`src/rtl/mips_pkg.sv`:
```
// Shared definitions for the multi-cycle MIPS control path: FSM state
// encoding, ALU control codes, instruction field constants and datapath
// mux select codes.
package mips_pkg;

   typedef enum logic [3:0] {
      S_IDLE   = 4'd0,
      S_FETCH  = 4'd1,
      S_DECODE = 4'd2,
      S_EXEC   = 4'd3,
      S_RWB    = 4'd4,
      S_MEMADR = 4'd5,
      S_MEMRD  = 4'd6,
      S_MEMWB  = 4'd7,
      S_MEMWR  = 4'd8,
      S_BRANCH = 4'd9,
      S_JUMP   = 4'd10,
      S_ADDIEX = 4'd11,
      S_ADDIWB = 4'd12,
      S_TRAP   = 4'd13
   } state_e;

   // ALU operation select driven on alu_cs
   localparam logic [2:0] ALU_AND = 3'b000;
   localparam logic [2:0] ALU_OR  = 3'b001;
   localparam logic [2:0] ALU_ADD = 3'b010;
   localparam logic [2:0] ALU_SUB = 3'b011;

   // Opcodes (IR[31:26])
   localparam logic [5:0] OP_RTYPE = 6'h00;
   localparam logic [5:0] OP_LW    = 6'h23;
   localparam logic [5:0] OP_SW    = 6'h2B;
   localparam logic [5:0] OP_BEQ   = 6'h04;
   localparam logic [5:0] OP_J     = 6'h02;
   localparam logic [5:0] OP_ADDI  = 6'h08;

   // R-type function codes (IR[5:0])
   localparam logic [5:0] FN_ADD = 6'h20;
   localparam logic [5:0] FN_SUB = 6'h22;
   localparam logic [5:0] FN_AND = 6'h24;
   localparam logic [5:0] FN_OR  = 6'h25;

   // ALU operand A select
   localparam logic SRC_A_PC  = 1'b0;
   localparam logic SRC_A_REG = 1'b1;

   // ALU operand B select
   localparam logic [1:0] SRC_B_REG     = 2'b00;
   localparam logic [1:0] SRC_B_FOUR    = 2'b01;
   localparam logic [1:0] SRC_B_IMM     = 2'b10;
   localparam logic [1:0] SRC_B_IMM_SH2 = 2'b11;

   // Next-PC source select
   localparam logic [1:0] PC_SRC_ALU    = 2'b00;
   localparam logic [1:0] PC_SRC_ALUOUT = 2'b01;
   localparam logic [1:0] PC_SRC_JUMP   = 2'b10;

endpackage

```
`src/rtl/mc_alu_dec.sv`:
```
// R-type function-field decoder: maps funct to an ALU control code and flags
// encodings this core does not implement. Purely combinational so any
// control block can reuse it.
module mc_alu_dec
   import mips_pkg::*;
(
   input  logic [5:0] funct_i,
   output logic [2:0] alu_cs_o,
   output logic       illegal_o
);

   // Translate funct into an ALU operation; unknown codes are flagged illegal
   always_comb begin
      alu_cs_o  = ALU_AND;
      illegal_o = 1'b0;
      case (funct_i)
         FN_ADD:  alu_cs_o = ALU_ADD;
         FN_SUB:  alu_cs_o = ALU_SUB;
         FN_AND:  alu_cs_o = ALU_AND;
         FN_OR:   alu_cs_o = ALU_OR;
         default: begin
            alu_cs_o  = ALU_AND;
            illegal_o = 1'b1;
         end
      endcase
   end

endmodule

```
`src/rtl/mc_control.sv`:
```
// Multi-cycle MIPS control FSM. Sequences one instruction at a time from
// FETCH to write-back, drives the ALU control code and all datapath enables,
// bounds every memory wait, and counts retired instructions. Outputs are
// decoded from the state register so an asynchronous reset drops them at once.
module mc_control
   import mips_pkg::*;
#(
   parameter int CNT_W       = 32,
   parameter int MEM_TIMEOUT = 255
) (
   input  logic             clk,
   input  logic             rst,
   input  logic             run,
   input  logic [5:0]       opcode,
   input  logic [5:0]       funct,
   input  logic [31:0]      alu_result,
   input  logic             mem_ready,
   output logic [2:0]       alu_cs,
   output logic             alu_src_a,
   output logic [1:0]       alu_src_b,
   output logic [1:0]       pc_src,
   output logic             pc_write,
   output logic             ir_write,
   output logic             iord,
   output logic             mem_read,
   output logic             mem_write,
   output logic             reg_write,
   output logic             reg_dst,
   output logic             mem_to_reg,
   output logic             trap,
   output logic [CNT_W-1:0] retired
);

   // Wait counter only has to hold 0 .. MEM_TIMEOUT-1
   localparam int WAIT_W = (MEM_TIMEOUT < 2) ? 1 : $clog2(MEM_TIMEOUT);
   localparam logic [WAIT_W-1:0] WAIT_LIMIT = WAIT_W'(MEM_TIMEOUT - 1);

   state_e             state_q, state_d;
   logic [WAIT_W-1:0]  wait_q, wait_d;
   logic [CNT_W-1:0]   retired_q, retired_d;
   logic               retire_s;
   logic               wait_lim_s;
   logic [2:0]         fn_alu_cs_s;
   logic               fn_illegal_s;

   mc_alu_dec u_alu_dec (
      .funct_i   (funct),
      .alu_cs_o  (fn_alu_cs_s),
      .illegal_o (fn_illegal_s)
   );

   assign wait_lim_s = (wait_q == WAIT_LIMIT);
   assign retired    = retired_q;

   // State, wait counter and retired counter registers
   always_ff @(posedge clk or posedge rst) begin
      if (rst) begin
         state_q   <= S_IDLE;
         wait_q    <= '0;
         retired_q <= '0;
      end else begin
         state_q   <= state_d;
         wait_q    <= wait_d;
         retired_q <= retired_d;
      end
   end

   // Next-state sequencing, memory wait bounding and retirement strobe
   always_comb begin
      state_d  = state_q;
      wait_d   = '0;
      retire_s = 1'b0;
      case (state_q)
         S_IDLE: begin
            if (run) state_d = S_FETCH;
            else     state_d = S_IDLE;
         end
         S_FETCH: begin
            if (mem_ready)       state_d = S_DECODE;
            else if (wait_lim_s) state_d = S_TRAP;
            else                 wait_d  = wait_q + WAIT_W'(1);
         end
         S_DECODE: begin
            case (opcode)
               OP_RTYPE:     state_d = S_EXEC;
               OP_LW, OP_SW: state_d = S_MEMADR;
               OP_BEQ:       state_d = S_BRANCH;
               OP_J:         state_d = S_JUMP;
               OP_ADDI:      state_d = S_ADDIEX;
               default:      state_d = S_TRAP;
            endcase
         end
         S_EXEC: begin
            if (fn_illegal_s) state_d = S_TRAP;
            else              state_d = S_RWB;
         end
         S_MEMADR: begin
            if (opcode == OP_LW) state_d = S_MEMRD;
            else                 state_d = S_MEMWR;
         end
         S_MEMRD: begin
            if (mem_ready)       state_d = S_MEMWB;
            else if (wait_lim_s) state_d = S_TRAP;
            else                 wait_d  = wait_q + WAIT_W'(1);
         end
         S_MEMWR: begin
            if (mem_ready) begin
               state_d  = S_FETCH;
               retire_s = 1'b1;
            end else if (wait_lim_s) begin
               state_d = S_TRAP;
            end else begin
               wait_d = wait_q + WAIT_W'(1);
            end
         end
         S_RWB, S_MEMWB, S_BRANCH, S_JUMP, S_ADDIWB: begin
            state_d  = S_FETCH;
            retire_s = 1'b1;
         end
         S_ADDIEX: state_d = S_ADDIWB;
         S_TRAP:   state_d = S_TRAP;
         default:  state_d = S_TRAP;
      endcase
      retired_d = retire_s ? (retired_q + CNT_W'(1)) : retired_q;
   end

   // Datapath control decode; everything idles at 0 unless the state drives it
   always_comb begin
      alu_cs     = ALU_AND;
      alu_src_a  = SRC_A_PC;
      alu_src_b  = SRC_B_REG;
      pc_src     = PC_SRC_ALU;
      pc_write   = 1'b0;
      ir_write   = 1'b0;
      iord       = 1'b0;
      mem_read   = 1'b0;
      mem_write  = 1'b0;
      reg_write  = 1'b0;
      reg_dst    = 1'b0;
      mem_to_reg = 1'b0;
      trap       = 1'b0;
      case (state_q)
         S_FETCH: begin
            mem_read  = 1'b1;
            alu_src_b = SRC_B_FOUR;
            alu_cs    = ALU_ADD;
            ir_write  = mem_ready;
            pc_write  = mem_ready;
         end
         S_DECODE: begin
            alu_src_b = SRC_B_IMM_SH2;
            alu_cs    = ALU_ADD;
         end
         S_EXEC: begin
            alu_src_a = SRC_A_REG;
            alu_cs    = fn_alu_cs_s;
         end
         S_RWB: begin
            reg_write = 1'b1;
            reg_dst   = 1'b1;
         end
         S_MEMADR, S_ADDIEX: begin
            alu_src_a = SRC_A_REG;
            alu_src_b = SRC_B_IMM;
            alu_cs    = ALU_ADD;
         end
         S_MEMRD: begin
            mem_read = 1'b1;
            iord     = 1'b1;
         end
         S_MEMWB: begin
            reg_write  = 1'b1;
            mem_to_reg = 1'b1;
         end
         S_MEMWR: begin
            mem_write = 1'b1;
            iord      = 1'b1;
         end
         S_BRANCH: begin
            alu_src_a = SRC_A_REG;
            alu_cs    = ALU_SUB;
            pc_src    = PC_SRC_ALUOUT;
            pc_write  = (alu_result == 32'h0000_0000);
         end
         S_JUMP: begin
            pc_src   = PC_SRC_JUMP;
            pc_write = 1'b1;
         end
         S_ADDIWB: reg_write = 1'b1;
         S_TRAP:   trap      = 1'b1;
         default: begin
            alu_cs = ALU_AND;
         end
      endcase
   end

endmodule

```
`config.mk`:
```
export PLATFORM = sky130hd
export DESIGN_NAME = mc_control
export DESIGN_NICKNAME = d
export VERILOG_FILES = /design/src/rtl/mips_pkg.sv /design/src/rtl/mc_alu_dec.sv /design/src/rtl/mc_control.sv
export SDC_FILE = /design/constraint.sdc
export NUM_CORES = 1
export LEC_CHECK = 0
export BUFFER_PORTS_ARGS = -buffer_cell sky130_fd_sc_hd__clkbuf_2
export CORE_ASPECT_RATIO = 0.6
export CORE_MARGIN = 4
export CORE_UTILIZATION = 40
export DETAILED_ROUTE_END_ITERATION = 8
export GPL_TIMING_DRIVEN = 0
export PLACE_DENSITY = 0.67
export SLEW_MARGIN = 20
export SYNTH_ARGS = -nofsm -noshare
export SYNTH_HDL_FRONTEND = slang
export SYNTH_SLANG_ARGS = --single-unit
```
`constraint.sdc`:
```
create_clock -name clk -period 2.3 [get_ports clk]
set_clock_uncertainty 0.1 [all_clocks]
set_input_delay 0.23 -clock clk [delete_from_list [all_inputs] [get_ports clk]]
set_output_delay 0.23 -clock clk [all_outputs]
set_load 0.005 [all_outputs]
```
# Word level (Yosys, flattened, before mapping)
# Index checks and enable logic that the tools add are counted.
[word_totals]
out_inout_bits = 49
elab_cells = 69
register_bits = 44
[op_classes]
reduce_logical = 13
add_sub_neg = 2
n_eq_ne = 23
mux = 28
[op_table]
columns = ["cell", "n"]
rows = [
  ["6-bit equality test, second input constant", 6],
  ["4-bit one-hot mux with 9 select lines", 1],
  ["32-bit by 1-bit adder with 32-bit output, second input constant", 1],
  ["32-bit logical NOT", 1],
  ["4-bit equality test, second input constant", 6],
  ["4-bit 2-to-1 mux", 6],
  ["8-bit 2-to-1 mux", 3],
  ["4-bit one-hot mux with 5 select lines", 1],
  ["4-bit by 3-bit equality test with 1-bit output, second input constant", 4],
  ["2-bit one-hot mux with 3 select lines", 2],
  ["4-bit OR reduction", 3],
  ["1-bit 2-to-1 mux", 11],
  ["3-bit one-hot mux with 3 select lines", 1],
  ["8-bit by 1-bit adder with 8-bit output, second input constant", 1],
  ["4-bit by 2-bit equality test with 1-bit output, second input constant", 2],
  ["8-bit equality test, second input constant", 1],
  ["2-bit OR reduction", 4],
  ["6-bit by 2-bit equality test with 1-bit output, second input constant", 1],
  ["6-bit by 3-bit equality test with 1-bit output, second input constant", 1],
  ["6-bit by 4-bit equality test with 1-bit output, second input constant", 1],
  ["6-bit logical NOT", 1],
  ["3-bit OR reduction", 2],
  ["5-bit OR reduction", 1],
  ["4-bit by 1-bit equality test with 1-bit output, second input constant", 1],
  ["4 further kinds", 4],
]

# Depth between registers and ports, before layout
# Gate-level depths: netlist (run 1).
[logic_depth]
word_depth = 4
depth_mapped = 7
ltp_nobuf = 6

# By module
# Synthesis (run 1) repeated with hierarchy kept, for this count alone.
[hier_totals]
cells_unflattened = 281
area_unflattened_um2 = 2693.8
[modules_own_cells]
columns = ["module", "seq_area_each_um2", "n_inst", "cells_each", "area_per_inst_um2"]
rows = [
  ["mc_control", 1101.1, 1, 272, 2630.0],
  ["mc_alu_dec", 0.0, 1, 9, 63.8],
]

# Worst setup path after synthesis (run 1)
# No wires, ideal clock.
[synth_timing]
path_kind = "reg2reg"
start = "reg state_q[0]"
end = "reg retired_q[31] (netlist: retired[31])"
setup_ns = 0.123
t_arrival_ns = 1.523
t_required_ns = 2.077
path_buffers = 2
setup_slack_ns = 0.554
stages_incl_launch_ff = 8
synth_period_minus_slack_ns = 1.746
cell_sequence = "dfrtp_1 buf_6 nor2_1 a22o_4 nor4_4 buf_6 nand4_1 xnor2_1"
[synth_via]
elab_chain_cells = 3
elab_cells_between_ends = 8
classes_between = "eq/ne: 6; mux: 1; reduce/logical: 1"
[synth_rtl]
columns = ["element", "line", "text"]
rows = [
  ["start, declared", "mc_control.sv:38", "state_e state_q, state_d;"],
  ["start signal, assigned", "mc_control.sv:62", "state_q <= state_d;"],
  ["4-bit by 3-bit equality test with 1-bit output / 4-bit equality test (equally long branches)", "mc_control.sv:73", "case (state_q)"],
  ["5-bit OR reduction", "mc_control.sv:73", ""],
  ["1-bit one-hot mux with 2 select lines (*)", "mc_control.sv:73", ""],
  ["end signal, assigned", "mc_control.sv:64", "retired_q <= retired_d;"],
  ["end, declared", "mc_control.sv:40", "logic [CNT_W-1:0] retired_q, retired_d;"],
]
# Mark *: on every way between the ends. The rest lies on a longest branch, timed or not.
# A chain may end at the register's enable or synchronous reset.

# Worst setup path after layout (run 1)
[layout_timing]
start = "reg state_q[2]"
end = "out iord"
[layout_via]
elab_chain_cells = 3
elab_cells_between_ends = 4
classes_between = "eq/ne: 2; mux: 1; reduce/logical: 1"
[layout_rtl]
columns = ["element", "line", "text"]
rows = [
  ["4-bit equality test / 4-bit by 3-bit equality test with 1-bit output (equally long branches)", "mc_control.sv:142", "case (state_q)"],
  ["2-bit OR reduction (no line) (*)", "-", ""],
  ["1-bit 2-to-1 mux (*)", "mc_control.sv:142", ""],
  ["end, declared", "mc_control.sv:24", "output logic iord,"],
]
# Marks and branches as above.

==> impl_metrics.ini, run 1 <==
[power_and_ir_drop]
seq_power_share_pct = 34.7
leakage_nw = 1.59
p_total_mw = 2.85
combinationalPowerShare_pct = 44.8
swShare_pct = 39.9
p_switching_mw = 1.14
internal_power_mw = 1.71
powerDensity_mw_per_mm2 = 859
worst_ir_drop_vdd_v = 0.000447
power.share.clock_pct = 20.5

[timing]
grt_setup_unrepaired = no
hold_viol = 0
post-route-period-util_pct = 90.2
report.final.setup_viol = 0
maxClockFrequency_mhz = 482
slew_margin_rel_pct = 58.2
fin_ws_ns = 0.226
actual_slew_at_the_worst_max_slew_pin_ns = 0.620
timing.hold.ws_ns = 0.249
final.min_clock_period_ns = 2.07
slew_viol_final = 0
setup_tns_ns = 0

[floorplan]
coreArea_mm2 = 0.00622
chipWidth_um = 112
die_h_um = 70.5
number_of_core_rows = 22
floorplan.initialDensity_pct = 41.9
num_io_pins = 97
die_area_mm2 = 0.00791

[grt]
grt_antenna_before_repair = 0
gr-total-overflow = 0
groute.usage.overall_pct = 17.4
grt_max_degree = 33
first_global_vias = 2204
grt_first_pass_wirelength_um = 11300

[detailed_routing]
met1_length_um = 3270
totalWireLength_um = 6940
maxUsedRoutingLayer = met4
detail_route.iter0.violations = 260
via_per_inst = 5.37
drtAntennaViolNets = 0
drc_errors = 0
via_count = 2492
dr.pass1.iters = 4
met2_wl_post_dr_um = 3070
routedWlPerCell_um = 14.9
met3WireLength_um = 554

[clock_network]
clock-root-buffer = sky130_fd_sc_hd__clkbuf_8
clock_sink_count = 44
cts_made_buffers = 5
clk_path_buf_depth = 2
cts_tree = done
clk_pin_slew_worst_paths_ns = 0.08
post-cts-setup-buffer-count = 0
cts.htree.levels = 2
clk_latency_ns = 0.29

[critical_path]
path_class = register to output port
ff2ff_setup_slack_ns = 0.23
start_kind = register
worst_flop_to_flop_path_startpoint = state_q[0]
timing.critical_path.to_type = output port
r2r-end = retired[11]
timing.reg2reg.worst_path_depth = 7
worst_ep_required_time_ns = 1.97
timing.critical_path.fanout_max = 10
timing.critical_path.arrival_ns = 1.74

[final_layout]
layout_net_count = 430
area_growth_syn_to_layout_pct = 27.5
drive_above_1_share_pct = 32.4
diodes = 0
fin_area_mm2 = 0.00332

[yosys]
synth_top_area_share_pct = 42.3
synth_nets = 327
synth.top_cells.by_area = sky130_fd_sc_hd__dfrtp_1 (42%), sky130_fd_sc_hd__xnor2_1 (9.8%), sky130_fd_sc_hd__nand3_1 (4.2%), sky130_fd_sc_hd__nor2_1 (3.9%), sky130_fd_sc_hd__nand4_1 (3.4%)
top_count_cell_post_synth = sky130_fd_sc_hd__dfrtp_1
synth_top_flop_cell = sky130_fd_sc_hd__dfrtp_1
yosys-top-cells-count = sky130_fd_sc_hd__dfrtp_1 (44), sky130_fd_sc_hd__xnor2_1 (29), sky130_fd_sc_hd__nor2_1 (27), sky130_fd_sc_hd__nand3_1 (22), sky130_fd_sc_hd__nand2_1 (21)
synth-async-reset-ratio_pct = 100
synthesis.area_mm2 = 0.00260
synth_seq_area_share_pct = 42.3
synth_enable_flop_cells = 0
synthesis.area_per_instance_um2 = 9.43
synth_top_cell_by_area = sky130_fd_sc_hd__dfrtp_1
yosys_register_bits = 44
synth.yosys.warnings = 0
post_synthesis_cell_type_count = 49
synth_cells = 276

[placed_design]
pre_cts_setup_slack_ns = 0.280
dpl.hpwl_um = 5480
detailed_place.area_mm2 = 0.00320
finalWeightedCongestion = 0.960
portBuffers = 95

[min_path]
hold_path_end = state_q[1]
hold_path_depth = 3
holdCritStartpoint = mem_ready
worstHoldPathType = primary input to register

[run_status]
status = completed

[job]
cap_viol_max_count = 0
## worst max-delay path, stage by stage, from the launching register on
cell and delay [ns]:
sky130_fd_sc_hd__dfrtp_1 0.45, sky130_fd_sc_hd__clkbuf_2 0.23, sky130_fd_sc_hd__nand2b_1 0.24, sky130_fd_sc_hd__mux2_2 0.28, sky130_fd_sc_hd__nor2_1 0.12, sky130_fd_sc_hd__clkbuf_2 0.13
## cell usage in the layout, fill, tap and decap left out, types with 3 or more instances in the layout
cell,n
sky130_fd_sc_hd__clkbuf_2,98
sky130_fd_sc_hd__dfrtp_1,44
sky130_fd_sc_hd__xnor2_1,29
sky130_fd_sc_hd__nor2_1,27
sky130_fd_sc_hd__nand3_1,22
sky130_fd_sc_hd__nand2_1,21
sky130_fd_sc_hd__nand4_1,14
sky130_fd_sc_hd__and3_1,12
sky130_fd_sc_hd__o21ai_0,11
sky130_fd_sc_hd__xor2_1,9
sky130_fd_sc_hd__nor4_1,9
sky130_fd_sc_hd__and4_1,7
sky130_fd_sc_hd__a21oi_1,6
sky130_fd_sc_hd__clkbuf_8,5
sky130_fd_sc_hd__nand2b_1,4
sky130_fd_sc_hd__buf_6,3
sky130_fd_sc_hd__nor2b_1,3
sky130_fd_sc_hd__inv_1,3
sky130_fd_sc_hd__buf_2,3
sky130_fd_sc_hd__nor3_1,3
sky130_fd_sc_hd__clkbuf_1,3
sky130_fd_sc_hd__ha_1,3
## power by group through the flow
stage | logic, mW | registers, mW | clock network, mW
4_1_cts | 1.27 | 0.990 | 0.598
3_3_place_gp | 1.24 | 0.997 | 0
6_report | 1.28 | 0.990 | 0.583
5_1_grt | 1.39 | 1.01 | 0.642
2_1_floorplan | 0.831 | 0.984 | 0
3_5_place_dp | 1.26 | 1.00 | 0
## worst max-delay path by stage
| stage | start | to | slack [ns] | depth (start not counted) |
|---|---|---|---|---|
| after floorplan | state_q[0] | retired[31] | 0.55 | 7 |
| after global placement | state_q[1] | retired[29] | 0.29 | 7 |
| after detailed placement | state_q[1] | retired[29] | 0.28 | 7 |
| after CTS | state_q[0] | pc_write | 0.13 | 7 |
| after global routing | state_q[2] | alu_cs[1] | 0.08 | 6 |
| final | state_q[2] | iord | 0.23 | 5 |
## layout make-up
| cell class | count | area, um2 |
|---|---|---|
| inverter | 4 | 15.0 |
| clock buffer | 6 | 72.6 |
| sequential | 44 | 1100 |
| fill | 594 | 2900 |
| timing repair buffer | 97 | 505 |
| tap | 84 | 105 |
| buffer | 13 | 86.3 |
| multi-input combinational | 214 | 1400 |
| clock inverter | 2 | 35.0 |
## per-stage QoR
step	utilization (%)	instances
after floorplan	-	276
after global placement	51.2	455
after detailed placement	51.5	456
after CTS	53.4	465
after global routing	53.4	464
final	53.4	464
## repair_timing
item                                   in CTS  in global routing
endpoints found under the hold margin      12                  0
setup endpoints to repair                   1                  4
pin swaps                                   0                  0
hold buffers                                1                  0
resized for setup                           1                  2
## logic make-up after synthesis
kind of cell	synth area share (%)
adder cells (fa/ha/maj)	1.83
multiplexers	1.63
AO/OA/AOI/OAI	8.84
other	0.144
XOR/XNOR	12.8
buffers and inverters	3.94
AND/OR/NAND/NOR	28.5
flip-flops	42.3
## sequential cells by signal (all words and copies together) (netlist names)
register / cells
retired: 32
wait_q: 8
state_q: 4
## metal layers
metal / up-vias / track usage, %
li1: 1206 / -
met5: - / 0
met1: 1192 / 27.2
met4: 0 / 4.00
met2: 88 / 23.8
met3: 6 / 4.07
Power figures use the tool's default switching activity.
==> inputs of run 2 (changes only) <==
--- a/config.mk
+++ b/config.mk
@@ -6,7 +6,7 @@
 export NUM_CORES = 1
 export LEC_CHECK = 0
 export BUFFER_PORTS_ARGS = -buffer_cell sky130_fd_sc_hd__clkbuf_2
-export CORE_ASPECT_RATIO = 0.6
+export CORE_ASPECT_RATIO = 1.5
 export CORE_MARGIN = 4
 export CORE_UTILIZATION = 40
 export DETAILED_ROUTE_END_ITERATION = 8
==> impl_metrics.ini, run 2 (synthesis results as in run 1) <==
[timing]
setup_tns_ns = 0
report.final.setup_viol = 0
post-route-period-util_pct = 92.5
hold_viol = 0
grt_setup_unrepaired = no
final.min_clock_period_ns = 2.13
slew_margin_rel_pct = 61.8
slew_viol_final = 0
actual_slew_at_the_worst_max_slew_pin_ns = 0.568
maxClockFrequency_mhz = 470

[floorplan]
coreArea_mm2 = 0.00622
die_h_um = 107
chipWidth_um = 73.9
num_io_pins = 97
number_of_core_rows = 35
floorplan.initialDensity_pct = 41.9
die_area_mm2 = 0.00789

[power_and_ir_drop]
p_total_mw = 2.81
worst_ir_drop_vdd_v = 0.000460
powerDensity_mw_per_mm2 = 849
leakage_nw = 1.59

[clock_network]
cts_made_buffers = 5
cts.htree.levels = 2
clock_sink_count = 44
clock-root-buffer = sky130_fd_sc_hd__clkbuf_8
clk_path_buf_depth = 2
clk_latency_ns = 0.29
cts_tree = done
clk_pin_slew_worst_paths_ns = 0.08
post-cts-setup-buffer-count = 0

[final_layout]
mostFrequentLayoutCell = sky130_fd_sc_hd__clkbuf_2
multi_input_gate_area_in_the_final_layout_mm2 = 0.00140
number_of_flip_flops_under_the_largest_register_name = 32
final_cell_mix = sky130_fd_sc_hd__clkbuf_2 (97), sky130_fd_sc_hd__dfrtp_1 (44), sky130_fd_sc_hd__xnor2_1 (29)
filler_cell_count = 571
area.sequential_mm2 = 0.00110
area_growth_syn_to_layout_pct = 27.0
diodes = 0
drive_above_1_share_pct = 32.1
layout_net_count = 430

[detailed_routing]
totalWireLength_um = 6800
dr.pass1.iters = 4
detail_route.iter0.violations = 84
drtAntennaViolNets = 0
routedWlPerCell_um = 15.0
drc_errors = 0
via_per_inst = 5.48
via_count = 2486

[placed_design]
dpl.hpwl_um = 5370
portBuffers = 95
finalWeightedCongestion = 0.881

[job]
cap_viol_max_count = 0

[grt]
first_global_vias = 2482
gr-total-overflow = 0
grt_antenna_before_repair = 0
grt_max_degree = 26
groute.usage.overall_pct = 17.8
grt_first_pass_wirelength_um = 11300

[min_path]
hold_path_depth = 3
holdCritStartpoint = mem_ready
hold_path_end = state_q[1]
worstHoldPathType = primary input to register

[critical_path]
worst_ep_required_time_ns = 1.97
path_class = register to output port
timing.critical_path.fanout_max = 10
timing.critical_path.arrival_ns = 1.80
worst_flop_to_flop_path_startpoint = state_q[0]
start_kind = register
ff2ff_setup_slack_ns = 0.23
timing.reg2reg.worst_path_depth = 7
timing.critical_path.to_type = output port
r2r-end = retired[31]
worst_setup_path_startpoint = state_q[2]

[run_status]
status = completed
-- run 2: cell counts in the layout (fill, tap and decap cells not counted) --
Identical to the previous run, type by type.
-- run 2: worst max-delay path: stages, from the launching register on --
cell                       delay [ns]
sky130_fd_sc_hd__dfrtp_1         0.44
sky130_fd_sc_hd__clkbuf_1        0.33
sky130_fd_sc_hd__clkbuf_2        0.30
sky130_fd_sc_hd__nor2_1          0.07
sky130_fd_sc_hd__o21ai_0         0.13
sky130_fd_sc_hd__o21ai_0         0.11
sky130_fd_sc_hd__clkbuf_2        0.12
-- run 2: how the worst max path moves through the flow --
stage,depth (start not counted),endpoint
6_report,6,alu_cs[1]
5_1_grt,6,alu_cs[1]
4_1_cts,7,pc_write
3_5_place_dp,7,retired[31]
3_3_place_gp,7,retired[31]
2_1_floorplan,7,retired[31]
-- run 2: repair_timing --
item | in CTS | in global routing
setup endpoints to repair | 0 | 5
hold buffers | 1 | 0
hold endpoints to repair | 19 | 0
resized for setup | 0 | 2
-- run 2: per-layer routing --
layer	GRT usage (%)	part of all wire [%]	vias to the layer above
met3	3.19	9.1	16
met2	31.7	49	125
met5	0	0	-
met1	20.1	39	1149
met4	7.90	3.1	0
li1	-	-	1196
-- run 2: per-stage QoR --
stage	area [um2]	instances	hold WS [ns]	setup slack, ns	utilization (%)
after CTS	3310	455	0.233	0.0132	53.2
after global routing	3310	454	0.259	0.0265	53.2
after detailed placement	3190	446	0.140	0.265	51.3
final	3310	454	0.242	0.172	53.2
after global placement	3170	445	0.366	0.272	51.0
after floorplan	2600	276	0.280	0.554	-
-- run 2: final cells by class --
cell class,count,share of cell area (%)
multi-input cells,214,42.3
flip-flops and latches,44,33.3
repair buffers,97,15.3
well taps,74,2.80
plain buffers,13,2.57
clock buffers,6,2.19
clock inverters,2,1.06
inverters,4,0.454
-- run 2: report_power, final --
group          switching [mW]  internal [mW]
registers               0.110          0.874
clock network           0.256          0.322
logic                   0.731          0.514
==> inputs of run 3 (changes only) <==
--- a/config.mk
+++ b/config.mk
@@ -12,7 +12,7 @@
 export DETAILED_ROUTE_END_ITERATION = 8
 export GPL_TIMING_DRIVEN = 0
 export PLACE_DENSITY = 0.67
-export SLEW_MARGIN = 20
 export SYNTH_ARGS = -nofsm -noshare
 export SYNTH_HDL_FRONTEND = slang
+export SYNTH_HIERARCHICAL = 1
 export SYNTH_SLANG_ARGS = --single-unit
==> impl_metrics.ini, run 3 <==
[power_and_ir_drop]
p_total_mw = 2.90
power.share.clock_pct = 16.9
p_switching_mw = 1.19
combinationalPowerShare_pct = 49.1
swShare_pct = 41.1
seq_power_share_pct = 34.0
worst_ir_drop_vdd_v = 0.000482
internal_power_mw = 1.71
powerDensity_mw_per_mm2 = 858
leakage_nw = 1.64

[final_layout]
final_cell_mix = sky130_fd_sc_hd__clkbuf_2 (96), sky130_fd_sc_hd__dfrtp_1 (44), sky130_fd_sc_hd__xnor2_1 (29)
mostFrequentLayoutCell = sky130_fd_sc_hd__clkbuf_2
area_growth_syn_to_layout_pct = 25.5
finalNonFillerCells = 460
layout_net_count = 434
diodes = 0
drive_above_1_share_pct = 36.2
number_of_flip_flops_under_the_largest_register_name = 32

[timing]
maxClockFrequency_mhz = 478
fin_ws_ns = 0.207
post-route-period-util_pct = 91.0
final.min_clock_period_ns = 2.09
grt_setup_unrepaired = no
report.final.setup_viol = 0
setup_tns_ns = 0
slew_viol_final = 0
timing.hold.ws_ns = 0.222
hold_viol = 0

[yosys]
yosys-top-cells-count = sky130_fd_sc_hd__dfrtp_1 (44), sky130_fd_sc_hd__xnor2_1 (29), sky130_fd_sc_hd__nor2_1 (24), sky130_fd_sc_hd__nand2_1 (22), sky130_fd_sc_hd__nand3_1 (14)
synthesis.area_per_instance_um2 = 9.59
synthesis.area_mm2 = 0.00269
synth.yosys.warnings = 6
synth-async-reset-ratio_pct = 100
synth_enable_flop_cells = 0
yosys_register_bits = 44
synth_cells = 281
synth.top_cells.by_area = sky130_fd_sc_hd__dfrtp_1 (41%), sky130_fd_sc_hd__xnor2_1 (9.4%), sky130_fd_sc_hd__nor2_1 (3.3%), sky130_fd_sc_hd__nand2_1 (3.1%), sky130_fd_sc_hd__xor2_1 (2.9%)
synth_seq_area_share_pct = 40.9
top_count_cell_post_synth = sky130_fd_sc_hd__dfrtp_1
post_synthesis_cell_type_count = 55
synth_top_area_share_pct = 40.9
synth_nets = 332
synth_top_cell_by_area = sky130_fd_sc_hd__dfrtp_1
synth_top_flop_cell = sky130_fd_sc_hd__dfrtp_1

[min_path]
worstHoldPathType = primary input to register

[floorplan]
die_area_mm2 = 0.00814
floorplan.initialDensity_pct = 41.2
chipWidth_um = 75.0
num_io_pins = 97
number_of_core_rows = 36
die_h_um = 109
coreArea_mm2 = 0.00653

[placed_design]
dpl.hpwl_um = 5210
dp_cells = 453
pre_cts_setup_slack_ns = 0.201
finalWeightedCongestion = 0.890
portBuffers = 95

[grt]
grt_antenna_before_repair = 0
grt_max_degree = 38
first_global_vias = 2495
gr-total-overflow = 0
groute.usage.overall_pct = 17.4
grt_first_pass_wirelength_um = 11200

[critical_path]
worst_ep_required_time_ns = 1.97
path_class = register to output port
timing.critical_path.fanout_max = 10
timing.critical_path.to_type = output port
start_kind = register
timing.critical_path.arrival_ns = 1.76

[detailed_routing]
via_count = 2535
drtAntennaViolNets = 0
drc_errors = 0
detail_route.iter0.violations = 104
dr.pass1.iters = 4
totalWireLength_um = 6590
via_per_inst = 5.51
routedWlPerCell_um = 14.3

[clock_network]
cts.htree.levels = 2
clk_latency_ns = 0.29
post-cts-setup-buffer-count = 0
clock-root-buffer = sky130_fd_sc_hd__clkbuf_8
clk_pin_slew_worst_paths_ns = 0.08
clock_sink_count = 44
cts_made_buffers = 5
cts_tree = done
clk_path_buf_depth = 2

[job]
cap_viol_max_count = 0

[run_status]
status = completed
## run 3: what timing repair did
action / 4_1_cts / 5_1_grt
setup endpoints to repair: 2 / 4
resized for setup: 0 / 2
endpoints found under the hold margin: 44 / 0
hold buffers: 1 / 0
## run 3: cells by family after synthesis
logic type / count (synthesis) / share of synthesized area, %
AND/OR/NAND/NOR: 135 / 30.0
flip-flops: 44 / 40.9
AO/OA/AOI/OAI: 38 / 9.75
XOR/XNOR: 38 / 12.4
buffers and inverters: 18 / 3.85
multiplexers: 4 / 1.63
adder cells (fa/ha/maj): 3 / 1.39
other: 1 / 0.139
## run 3: metal layers
| layer | part of all wire, % | global-route usage (%) | up-vias |
|---|---|---|---|
| li1 | - | - | 1218 |
| met1 | 40 | 20.7 | 1187 |
| met2 | 50 | 28.8 | 113 |
| met3 | 7.3 | 3.26 | 17 |
| met4 | 2.7 | 9.29 | 0 |
| met5 | 0 | 0 | - |
## run 3: final cells by class
cell class	instances	area (um2)
fill	588	3150
timing repair buffer	97	505
inverter	4	15.0
clock buffer	6	82.6
multi-input combinational	219	1490
tap	76	95.1
buffer	12	82.6
sequential	44	1100
clock inverter	2	10.0
## run 3: path summary, 6_finish.rpt
| check | startpoint | end | slack (ns) | cells past startpoint |
|---|---|---|---|---|
| max | state_q[3] | iord | 0.21 | 6 |
| min | mem_ready | state_q[1] | 0.22 | 3 |
| max reg2reg | state_q[2] | retired[26] | 0.27 | 6 |
| min reg2reg | retired[31] | retired[31] | 0.37 | 1 |
| max in group asynchronous | rst | retired[11] | 1.40 | 4 |
| min in group asynchronous | rst | wait_q[1] | 0.27 | 3 |
## run 3: power by group through the flow
stage	clock network (mW)	registers (mW)	logic, mW
detailed placement	0	1.00	1.44
global placement	0	0.999	1.42
finish	0.490	0.987	1.42
CTS	0.513	0.987	1.44
floorplan	0	0.985	0.969
global route	0.538	1.00	1.61
## run 3: critical path, cell delays in order (launching register included)
cell	delay, ns
sky130_fd_sc_hd__dfrtp_1	0.37
sky130_fd_sc_hd__buf_2	0.19
sky130_fd_sc_hd__inv_2	0.17
sky130_fd_sc_hd__nand2_1	0.15
sky130_fd_sc_hd__mux2_2	0.29
sky130_fd_sc_hd__nor2_1	0.15
sky130_fd_sc_hd__clkbuf_2	0.15
## run 3: through the flow
stage / util [%] / cell area [um2]
floorplan: - / 2690
global placement: 50.0 / 3260
detailed placement: 50.3 / 3280
CTS: 51.8 / 3380
global route: 51.8 / 3380
finish: 51.8 / 3380
